--- config.mk ---
export PLATFORM = sky130hd
export DESIGN_NAME = siso_word_transfer_controller
export DESIGN_NICKNAME = d
export VERILOG_FILES = /design/src/rtl/siso_word_transfer_controller.sv
export SDC_FILE = /design/constraint.sdc
export NUM_CORES = 1
export LEC_CHECK = 0
export CAP_MARGIN = 20
export CELL_PAD_IN_SITES_DETAIL_PLACEMENT = 1
export CELL_PAD_IN_SITES_GLOBAL_PLACEMENT = 1
export CORE_ASPECT_RATIO = 1.25
export CORE_MARGIN = 1
export CORE_UTILIZATION = 39
export CTS_CLUSTER_DIAMETER = 40
export CTS_CLUSTER_SIZE = 25
export DETAILED_ROUTE_END_ITERATION = 7
export PLACE_DENSITY_LB_ADDON = 0.3
export SYNTH_ARGS = -nofsm -noshare
export SYNTH_HDL_FRONTEND = slang
export SYNTH_SLANG_ARGS = --single-unit
--- constraint.sdc ---
create_clock -name Clk_In -period 2.8 [get_ports Clk_In]
set_input_delay 0.56 -clock Clk_In [delete_from_list [all_inputs] [get_ports Clk_In]]
set_output_delay 0.56 -clock Clk_In [all_outputs]
set_load 0.02 [all_outputs]
--- src/rtl/siso_word_transfer_controller.sv ---
// Word-level transfer engine for one SISO shift register: serialises a word in (FILL), shifts it back out (FLUSH).
// Optional SISO_XFER_LOOPBACK_CHECK_EN adds Mismatch_Out comparing the returned word against the sent word.
module siso_word_transfer_controller #(
  parameter int unsigned DATA_WIDTH = 32
) (
  input  logic                  Clk_In,
  input  logic                  Reset_In,
  input  logic                  Enable_In,
  input  logic                  In_Valid_In,
  input  logic [DATA_WIDTH-1:0] In_Data_In,
  output logic                  In_Ready_Out,
  output logic                  Out_Valid_Out,
  output logic [DATA_WIDTH-1:0] Out_Data_Out,
  input  logic                  Out_Ready_In,
  output logic                  Siso_Shift_Out,
  output logic                  Siso_Data_Out,
  input  logic                  Siso_Data_In,
  output logic                  Busy_Out
`ifdef SISO_XFER_LOOPBACK_CHECK_EN
  ,
  output logic                  Mismatch_Out
`endif
);

  localparam int unsigned CNT_W = $clog2(DATA_WIDTH);
  localparam logic [CNT_W-1:0] LAST_BIT = CNT_W'(DATA_WIDTH - 1);

  typedef enum logic [1:0] {
    S_IDLE  = 2'd0,
    S_FILL  = 2'd1,
    S_FLUSH = 2'd2,
    S_DONE  = 2'd3
  } state_t;

  state_t                state, state_nxt;
  logic [CNT_W-1:0]      bit_cnt, bit_cnt_nxt;
  logic [CNT_W-1:0]      bit_idx;
  logic [DATA_WIDTH-1:0] word, word_nxt;
  logic [DATA_WIDTH-1:0] capture, capture_nxt;
  logic                  load_out;
  logic                  hs_done;
  logic                  shift_c;
  logic                  data_c;

  // MSB-first: bit_cnt 0 addresses the top bit in both directions
  assign bit_idx = LAST_BIT - bit_cnt;

  always_comb begin
    state_nxt   = state;
    bit_cnt_nxt = bit_cnt;
    word_nxt    = word;
    capture_nxt = capture;
    load_out    = 1'b0;
    hs_done     = 1'b0;
    shift_c     = 1'b0;
    data_c      = 1'b0;
    case (state)
      S_IDLE: begin
        if (In_Valid_In && In_Ready_Out && Enable_In) begin
          word_nxt    = In_Data_In;
          bit_cnt_nxt = '0;
          state_nxt   = S_FILL;
        end
      end
      S_FILL: begin
        shift_c = Enable_In;
        data_c  = word[bit_idx];
        if (Enable_In) begin
          if (bit_cnt == LAST_BIT) begin
            bit_cnt_nxt = '0;
            state_nxt   = S_FLUSH;
          end else begin
            bit_cnt_nxt = bit_cnt + CNT_W'(1);
          end
        end
      end
      S_FLUSH: begin
        shift_c = Enable_In;
        if (Enable_In) begin
          // the SISO MSB tap is sampled on the same edge that shifts a zero in
          capture_nxt[bit_idx] = Siso_Data_In;
          if (bit_cnt == LAST_BIT) begin
            bit_cnt_nxt = '0;
            load_out    = 1'b1;
            state_nxt   = S_DONE;
          end else begin
            bit_cnt_nxt = bit_cnt + CNT_W'(1);
          end
        end
      end
      S_DONE: begin
        // consumer handshake is independent of Enable_In
        if (Out_Ready_In) begin
          hs_done   = 1'b1;
          state_nxt = S_IDLE;
        end
      end
      default: state_nxt = S_IDLE;
    endcase
    if (Reset_In) begin
      shift_c = 1'b0;
      data_c  = 1'b0;
    end
  end

  assign Siso_Shift_Out = shift_c;
  assign Siso_Data_Out  = data_c;

  always_ff @(posedge Clk_In) begin
    if (Reset_In) begin
      state         <= S_IDLE;
      bit_cnt       <= '0;
      word          <= '0;
      capture       <= '0;
      Out_Data_Out  <= '0;
      In_Ready_Out  <= 1'b1;
      Out_Valid_Out <= 1'b0;
      Busy_Out      <= 1'b0;
    end else begin
      state         <= state_nxt;
      bit_cnt       <= bit_cnt_nxt;
      word          <= word_nxt;
      capture       <= capture_nxt;
      In_Ready_Out  <= (state_nxt == S_IDLE);
      Out_Valid_Out <= (state_nxt == S_DONE);
      Busy_Out      <= (state_nxt != S_IDLE);
      if (load_out) begin
        Out_Data_Out <= capture_nxt;
      end
    end
  end

`ifdef SISO_XFER_LOOPBACK_CHECK_EN
  // flags a returned word that differs from the one sent; cleared by the output handshake
  always_ff @(posedge Clk_In) begin
    if (Reset_In) begin
      Mismatch_Out <= 1'b0;
    end else if (load_out) begin
      Mismatch_Out <= (capture_nxt != word);
    end else if (hs_done) begin
      Mismatch_Out <= 1'b0;
    end
  end
`else
  logic unused_hs;
  assign unused_hs = hs_done;
`endif

endmodule

# Yosys cells after proc, flatten, opt, wreduce, memory -nomap -nowiden

Cells that the tools add are included.

Bits in writable memories: 0
Bits in read-only memories: 0
Memories: 0
Latch bits: 0
Bits in registers: 106
Output and inout port bits: 37
Input bits: 38

Mux-type cells: 25
Divide/modulo/power cells: 0
Multipliers: 0
Add/sub/neg operators: 2
Eq/ne operators: 7
Shift operators: 0
Bitwise gates (word level): 0
Order comparisons: 2
Reduce and logical (&&, ||, !) cells: 10

Operator list:

| cell                                                               | count |
|---|---|
| two-way mux 32 bit                                                 | 2 |
| bitwise mux 32 bit                                                 | 1 |
| two-way mux 5 bit                                                  | 3 |
| two-way mux 2 bit                                                  | 6 |
| case mux 5 bit (2 select lines)                                    | 1 |
| two-way mux 1 bit                                                  | 9 |
| case mux 2 bit (4 select lines)                                    | 1 |
| equality test 2 bit (second input constant)                        | 3 |
| less-than comparator 5 x 6 -> 1 bit (second input constant)        | 1 |
| adder 5 x 1 -> 5 bit (second input constant)                       | 1 |
| binary-select mux 1 bit (select 5 bit)                             | 1 |
| demux 1 bit (select 5 bit)                                         | 1 |
| equality test 5 bit (second input constant)                        | 1 |
| greater-or-equal comparator 5 x 1 -> 1 bit (second input constant) | 1 |
| subtractor 5 bit (first input constant)                            | 1 |
| logical NOT 2 bit                                                  | 2 |
| nonzero test 2 bit                                                 | 2 |
| logical AND 1 bit                                                  | 3 |
| AND reduction 3 bit                                                | 1 |
| equality test 2 x 1 -> 1 bit (second input constant)               | 1 |
| != test 2 x 1 -> 1 bit (second input constant)                     | 1 |
| != test 2 bit (second input constant)                              | 1 |
| AND reduction 2 bit                                                | 1 |
| OR reduction 2 bit                                                 | 1 |

# Depth between registers and ports, before layout

Gate-level depths: netlist (run 1).

Word-level depth: 8
Depth in mapped cells: 8

# Worst setup path after synthesis (run 1)

Ideal clock, no wire load.

Path kind: reg2out
Start point: register bit_cnt[1]
End point: output Siso_Data_Out
Cell stages (with the launch flop): 8
Arrival: 1595 ps
Path buffers: 2
Slack: 645 ps
Cells stage by stage: dfxtp_1 -> buf_4 -> buf_2 -> mux2i_1 -> o22ai_1 -> nor4_1 -> o22ai_1 -> and3b_1

Word-level cells in the longest chain between the ends: 5

Ends and longest elaborated chain:

| what                                    | line | text |
|---|---|---|
| start, declared                         | 36   | `logic [CNT_W-1:0] bit_cnt, bit_cnt_nxt;` |
| start signal, assigned                  | 121  | `bit_cnt <= bit_cnt_nxt;` |
| subtractor 5 bit                        | 46   | `assign bit_idx = LAST_BIT - bit_cnt;` |
| binary-select mux 1 bit (select 5 bit)  | 67   | `data_c = word[bit_idx];` |
| two-way mux 1 bit (not written as such) | 67   |  |
| two-way mux 1 bit                       | 57   | `case (state)` |
| two-way mux 1 bit                       | 100  | `if (Reset_In) begin` |
| end, declared                           | 16   | `output logic Siso_Data_Out,` |

No other way between the ends. The select of a mux whose other input is x is not followed.

# Worst setup path in the final report (run 1)

Same ends and word-level chain as after synthesis.

==> results of run 1 <==
[worst max-delay path, cell delays in order (launching register included)]
cell and delay [ns]:
dfxtp_4 0.39, buf_12 0.15, mux2i_4 0.25, o22ai_1 0.12, nor4_2 0.35, o22ai_2 0.16, and3b_1 0.18, clkdlybuf4s15_1 0.28
[cell usage in the layout (no fill, tap or decap), types with 2 or more instances in the layout]
cell             count
inv_1                8
and3_1               2
dfxtp_2              3
nor2_1             101
a211oi_1            32
clkinv_2             2
or3b_1               3
mux2i_2              2
buf_12               2
buf_4               12
nor4_1               2
nand3b_1             3
nor2b_1              2
nand2_1             72
mux2i_4              2
o22ai_1              6
ha_1                10
o21ai_0              4
or4_1                2
clkinv_4             2
or3_1                3
clkdlybuf4s50_1     72
nand3_1              6
dfxtp_1            102
a21oi_1             39
mux2i_1             42
clkbuf_16           10
[power groups by stage]
stage                     clock, mW  combinational, mW  sequential, mW
final                          1.21              0.206            1.55
after CTS                      1.25              0.203            1.55
after floorplan                   0              0.114            1.58
after detailed placement          0              0.201            1.59
after global routing           1.30              0.229            1.56
after global placement            0              0.195            1.59
[area by class of cell]
type	count	area (um^2)
clock inverter	7	63.8
tap	132	165
timing repair buffer	89	891
multi-input combinational	349	2070
sequential	106	2130
fill	1282	5150
inverter	8	30.0
clock buffer	9	225
[what timing repair did]
item / in CTS / in global routing
gates resized for setup: 4 / 12
pin swaps: 0 / 3
endpoints found under the setup margin: 1 / 1
endpoints found under the hold margin: 0 / 0
gates cloned: 0 / 1
buffers inserted: 0 / 3
[registers in the layout (all words and copies together), names as in the netlist]
name and cells:
Out_Data_Out 32, capture 32, word 32, bit_cnt 5, state 2, Busy_Out 1
In_Ready_Out 1, Out_Valid_Out 1
[per-layer routing]
metal,part of all wire,track usage,routed length [um]
met1,0.43,0.233,4800
met2,0.52,0.353,5830
met3,0.032,0.0295,359
met4,0.020,0.0765,223
met5,0,0,0
[metrics by stage]
step | setup TNS (ns) | hold slack [ns] | setup WS, ns | power [mW]
global placement | 0 | 0.449 | 0.131 | 1.78
finish | 0 | 0.458 | 0.0309 | 2.97
floorplan | 0 | 0.433 | 0.645 | 1.70
CTS | 0 | 0.459 | 0.0123 | 3.00
global route | -0.0165 | 0.475 | -0.0165 | 3.09
detailed placement | 0 | 0.449 | 0.0411 | 1.79
[how the worst max path moves through the flow]
stage | startpoint | to | slack, ns | cells past startpoint
after floorplan | bit_cnt[1] | Siso_Data_Out | 0.64 | 7
after global placement | bit_cnt[2] | Siso_Data_Out | 0.13 | 6
after detailed placement | bit_cnt[2] | Siso_Data_Out | 0.04 | 6
after CTS | bit_cnt[1] | Siso_Data_Out | 0.01 | 7
after global routing | bit_cnt[1] | Siso_Data_Out | -0.02 | 7
final | bit_cnt[1] | Siso_Data_Out | 0.03 | 7
[kinds of logic (layout without fill, tap and decap cells)]
logic type | after synthesis | after routing | share of synthesized area
adders and majority gates | 10 | 10 | 0.0287
buffers and inverters | 48 | 113 | 0.0510
muxes | 47 | 47 | 0.111
AOI/OAI and AO/OA | 86 | 86 | 0.125
DFF | 106 | 106 | 0.486
and+or+nand+nor | 206 | 206 | 0.198
==> results.ini, run 1 <==
[outcome]
status=complete, no violations

[synthesis]
syn_inst=503
postSynth.asyncResetShare=0
synth_area_per_cell_um2=8.67
ys_warn_count=0
synthesis.nets=551
synth_area_um2=4360
ys_types=35
synth_ff_type=dfxtp_1
synth_most_common_cell=dfxtp_1
ys_seq_area_frac=0.486
synth_edf_count=0
ys_seq_elements=106
synth_top_cell_area_share=0.486
yosys-top-cells-count=dfxtp_1, nor2_1, nand2_1
synthTopCellsByArea=dfxtp_1, mux2i_1, nor2_1
post-synth-top-area-cell=dfxtp_1

[die]
io-pin-count=75
die_width_um=96.6
num_rows=42
dieArea_um2=11600
initial_core_util=0.407
fp.dieH_um=120
fp.coreArea_um2=10700

[clock_network]
insertion_delay_ns=0.35
numCtsBuffers=9
ctsHoldBuffers=0
path_clk_slew_ns=0.07
tritoncts=done
root_buffer=clkbuf_16
numClockSinks=106
h-tree-depth=3
cts_buffer_depth=2

[final_layout]
final_design_area_no_fill_um2=5570
nets=611
layout-drive-gt1-share=0.0827
finalNonFillerCells=700
utilization=0.520
diodes=0
area_delta_synth_final_pct=27.8

[hold_path]
holdPathStages=2
holdCritStartpoint=word[9]
holdCritPathClass=reg -> reg
hold_end=word[9]

[sta]
setup_violations=0
max_freq_mhz=361
finalCritPeriodShare=0.989
worst_pin_slew_ns=0.730
slew-limit-headroom=0.514
finalHoldViolCount=0
fin_crit_ns=2.77
finClkSkew_ns=0.00801
slew_violations=0

[power]
sw_frac_of_total=0.243
p_sw_mw=0.724
pwr-share-comb=0.069
power.density_nw_per_um2=533
p_seq_frac=0.523
internal_power_mw=2.25
total_leakage_power_nw=1.83
clkPwrFrac=0.408
vdd_drop_max_v=0.000254

[worst_setup_path]
rr_worst_depth=7
cp-start-kind=register
timing.rr.start=bit_cnt[0]
cp_max_fo=8
rr_endpoint=Busy_Out
reg2reg_slack_ns=0.30
endpoint_kind=primary output
required_ns=2.24
crit_type=reg -> out
arrival_ns=2.21

[flow_run]
cap_violations=0

[drt]
routedWlPerCell_um=16.0
drtIter0Drc=132
ant_nets=0
vias=3654
route.detailed.drc=0
routed_wl_mm=11.2
vias_per_cell=5.22
firstDrtPassIters=4

[placed_design]
dpl_cell_area_um2=5180
place_congestion=0.801
io_buffers=74
place_hpwl_mm=7.67
dp.cells=680

[global_routing]
grt_overflow=0
grt_antenna_before_repair=0
grt_max_degree=76
first_global_vias=3663
grt_use_total=0.196
grt_pass1_wl_mm=18.2

(Power assumes the default switching activity.)
==> run 2: changes to the inputs <==
- CORE_UTILIZATION: 39 -> 35
- PLACE_DENSITY: default -> 0.73
- PLACE_DENSITY_LB_ADDON: 0.3 -> default
- REMOVE_ABC_BUFFERS: default -> 1
- clock period: 2.8 -> 2.3 ns (I/O delays scaled with it)
==> results.ini, run 2 (synthesis results as in run 1) <==
[final_layout]
utilization=0.476
seqCellArea_um2=2130
num-fill-cells=1452
top_regs=Out_Data_Out: 32 flops, capture: 32 flops, word: 32 flops
diodes=0
final_design_area_no_fill_um2=5780
multi_input_area_um2=2070
layout-drive-gt1-share=0.113
final_cell_mix=dfxtp_1, nor2_1, nand2_1
mostFrequentLayoutCell=dfxtp_1
area_delta_synth_final_pct=32.6
nets=629

[drt]
route.met3.wl_um=418
top_layer=met4
wl_met2_mm=6.12
routedWlPerCell_um=15.4
ant_nets=0
routed_wl_mm=11.5
firstDrtPassIters=4
drtIter0Drc=92
vias_per_cell=4.94
drt-met1-wl_mm=4.74
vias=3705
route.detailed.drc=0

[clock_network]
h-tree-depth=3
insertion_delay_ns=0.34
numClockSinks=106
ctsHoldBuffers=0
numCtsBuffers=9
root_buffer=clkbuf_16
cts_buffer_depth=2
tritoncts=done
path_clk_slew_ns=0.07

[die]
dieArea_um2=12900
io-pin-count=75
initial_core_util=0.359
fp.coreArea_um2=12200
fp.dieH_um=127
die_width_um=102
num_rows=45

[power]
p_seq_frac=0.507
total_power_mw=3.74
power.density_nw_per_um2=646
clkPwrFrac=0.423
pwr-share-comb=0.071
vdd_drop_max_v=0.000324
total_leakage_power_nw=1.94
internal_power_mw=2.90
p_sw_mw=0.837
sw_frac_of_total=0.224

[global_routing]
grt_overflow=0
first_global_vias=3883
grt_pass1_wl_mm=18.2
grt_antenna_before_repair=0
grt_max_degree=73
grt_use_total=0.183

[worst_setup_path]
arrival_ns=2.02
cp-start-kind=register
crit_buf_inv=2
cp_slowest_cell=dfxtp_4
max_stage_delay_ns=0.40
path_cells=buf_16 -> mux2i_2 -> o22ai_2 -> nor4_2 -> o22ai_1 -> and3b_1 -> buf_6
crit_type=reg -> out
required_ns=1.84
crit_family=simple AND/OR/NAND/NOR gates
cp_max_fo=6
endpoint_kind=primary output

[sta]
rsz0062_at_grt=yes
worst_pin_slew_ns=0.735
max_freq_mhz=404
setup_ws_ns=-0.178
finalHoldViolCount=0
slew-limit-headroom=0.510
finalCritPeriodShare=1.08
slew_violations=0
fin_crit_ns=2.48
setup_violations=1
finClkSkew_ns=0.00499

[outcome]
violations=negative setup slack
status=finished with violations

[placed_design]
place_congestion=0.824
io_buffers=74
place_hpwl_mm=7.93
dp_slack_ns=-0.274
dpl_cell_area_um2=5380

[hold_path]
holdCritPathClass=reg -> reg

[flow_run]
cap_violations=0

==> run 2: cell types whose count changed in the layout (fill, tap and decap cells not counted), moves of 2 or more <==
cell	previous run	this run
o21ai_1	0	2
o21ai_0	4	2
clkbuf_8	0	2
buf_4	12	29
==> run 2: stage by stage <==
| stage | instances | setup TNS (ns) | hold WS, ns |
|---|---|---|---|
| floorplan | 463 | -23.49 | 0.427 |
| global placement | 731 | -0.189 | 0.455 |
| detailed placement | 731 | -0.334 | 0.453 |
| CTS | 748 | -0.186 | 0.467 |
| global route | 750 | -0.258 | 0.488 |
| finish | 750 | -0.178 | 0.461 |
==> run 2: tightest hold or removal path: stages (launching register included) <==
cell	delay, ns
dfxtp_1	0.31
nand2_1	0.05
a21oi_1	0.05
==> run 2: layout make-up <==
cell class,count,area share
tap,164,0.0355
inverter,8,0.00519
clock buffer,11,0.0437
sequential,106,0.368
multi-input combinational,349,0.357
timing repair buffer,107,0.180
clock inverter,5,0.0104
==> run 2: power groups by stage <==
stage                     Combinational, mW  Sequential (mW)  Clock [mW]
after global placement                0.248             1.94           0
after CTS                             0.261             1.89        1.62
after floorplan                      0.0966             1.93           0
after global routing                  0.289             1.89        1.69
final                                 0.264             1.89        1.58
after detailed placement              0.257             1.93           0
==> run 2: repair_timing <==
item,CTS,global route
resized for setup,14,10
buffers inserted,0,2
pin swaps,6,4
setup endpoints to repair,3,3
cloned,1,0
==> run 2: path summary, 6_finish.rpt <==
check	depth (start not counted)	from	slack, ns	end
max	7	bit_cnt[1]	-0.18	Siso_Data_Out
min	2	word[19]	0.46	word[19]
max reg2reg	8	bit_cnt[1]	0.12	bit_cnt[2]
min reg2reg	2	word[19]	0.46	word[19]
==> run 2: routing by layer <==
| metal | GRT usage | vias up |
|---|---|---|
| met2 | 0.343 | 73 |
| li1 | - | 1850 |
| met1 | 0.195 | 1764 |
| met3 | 0.0331 | 18 |
| met5 | 0 | - |
| met4 | 0.0798 | 0 |
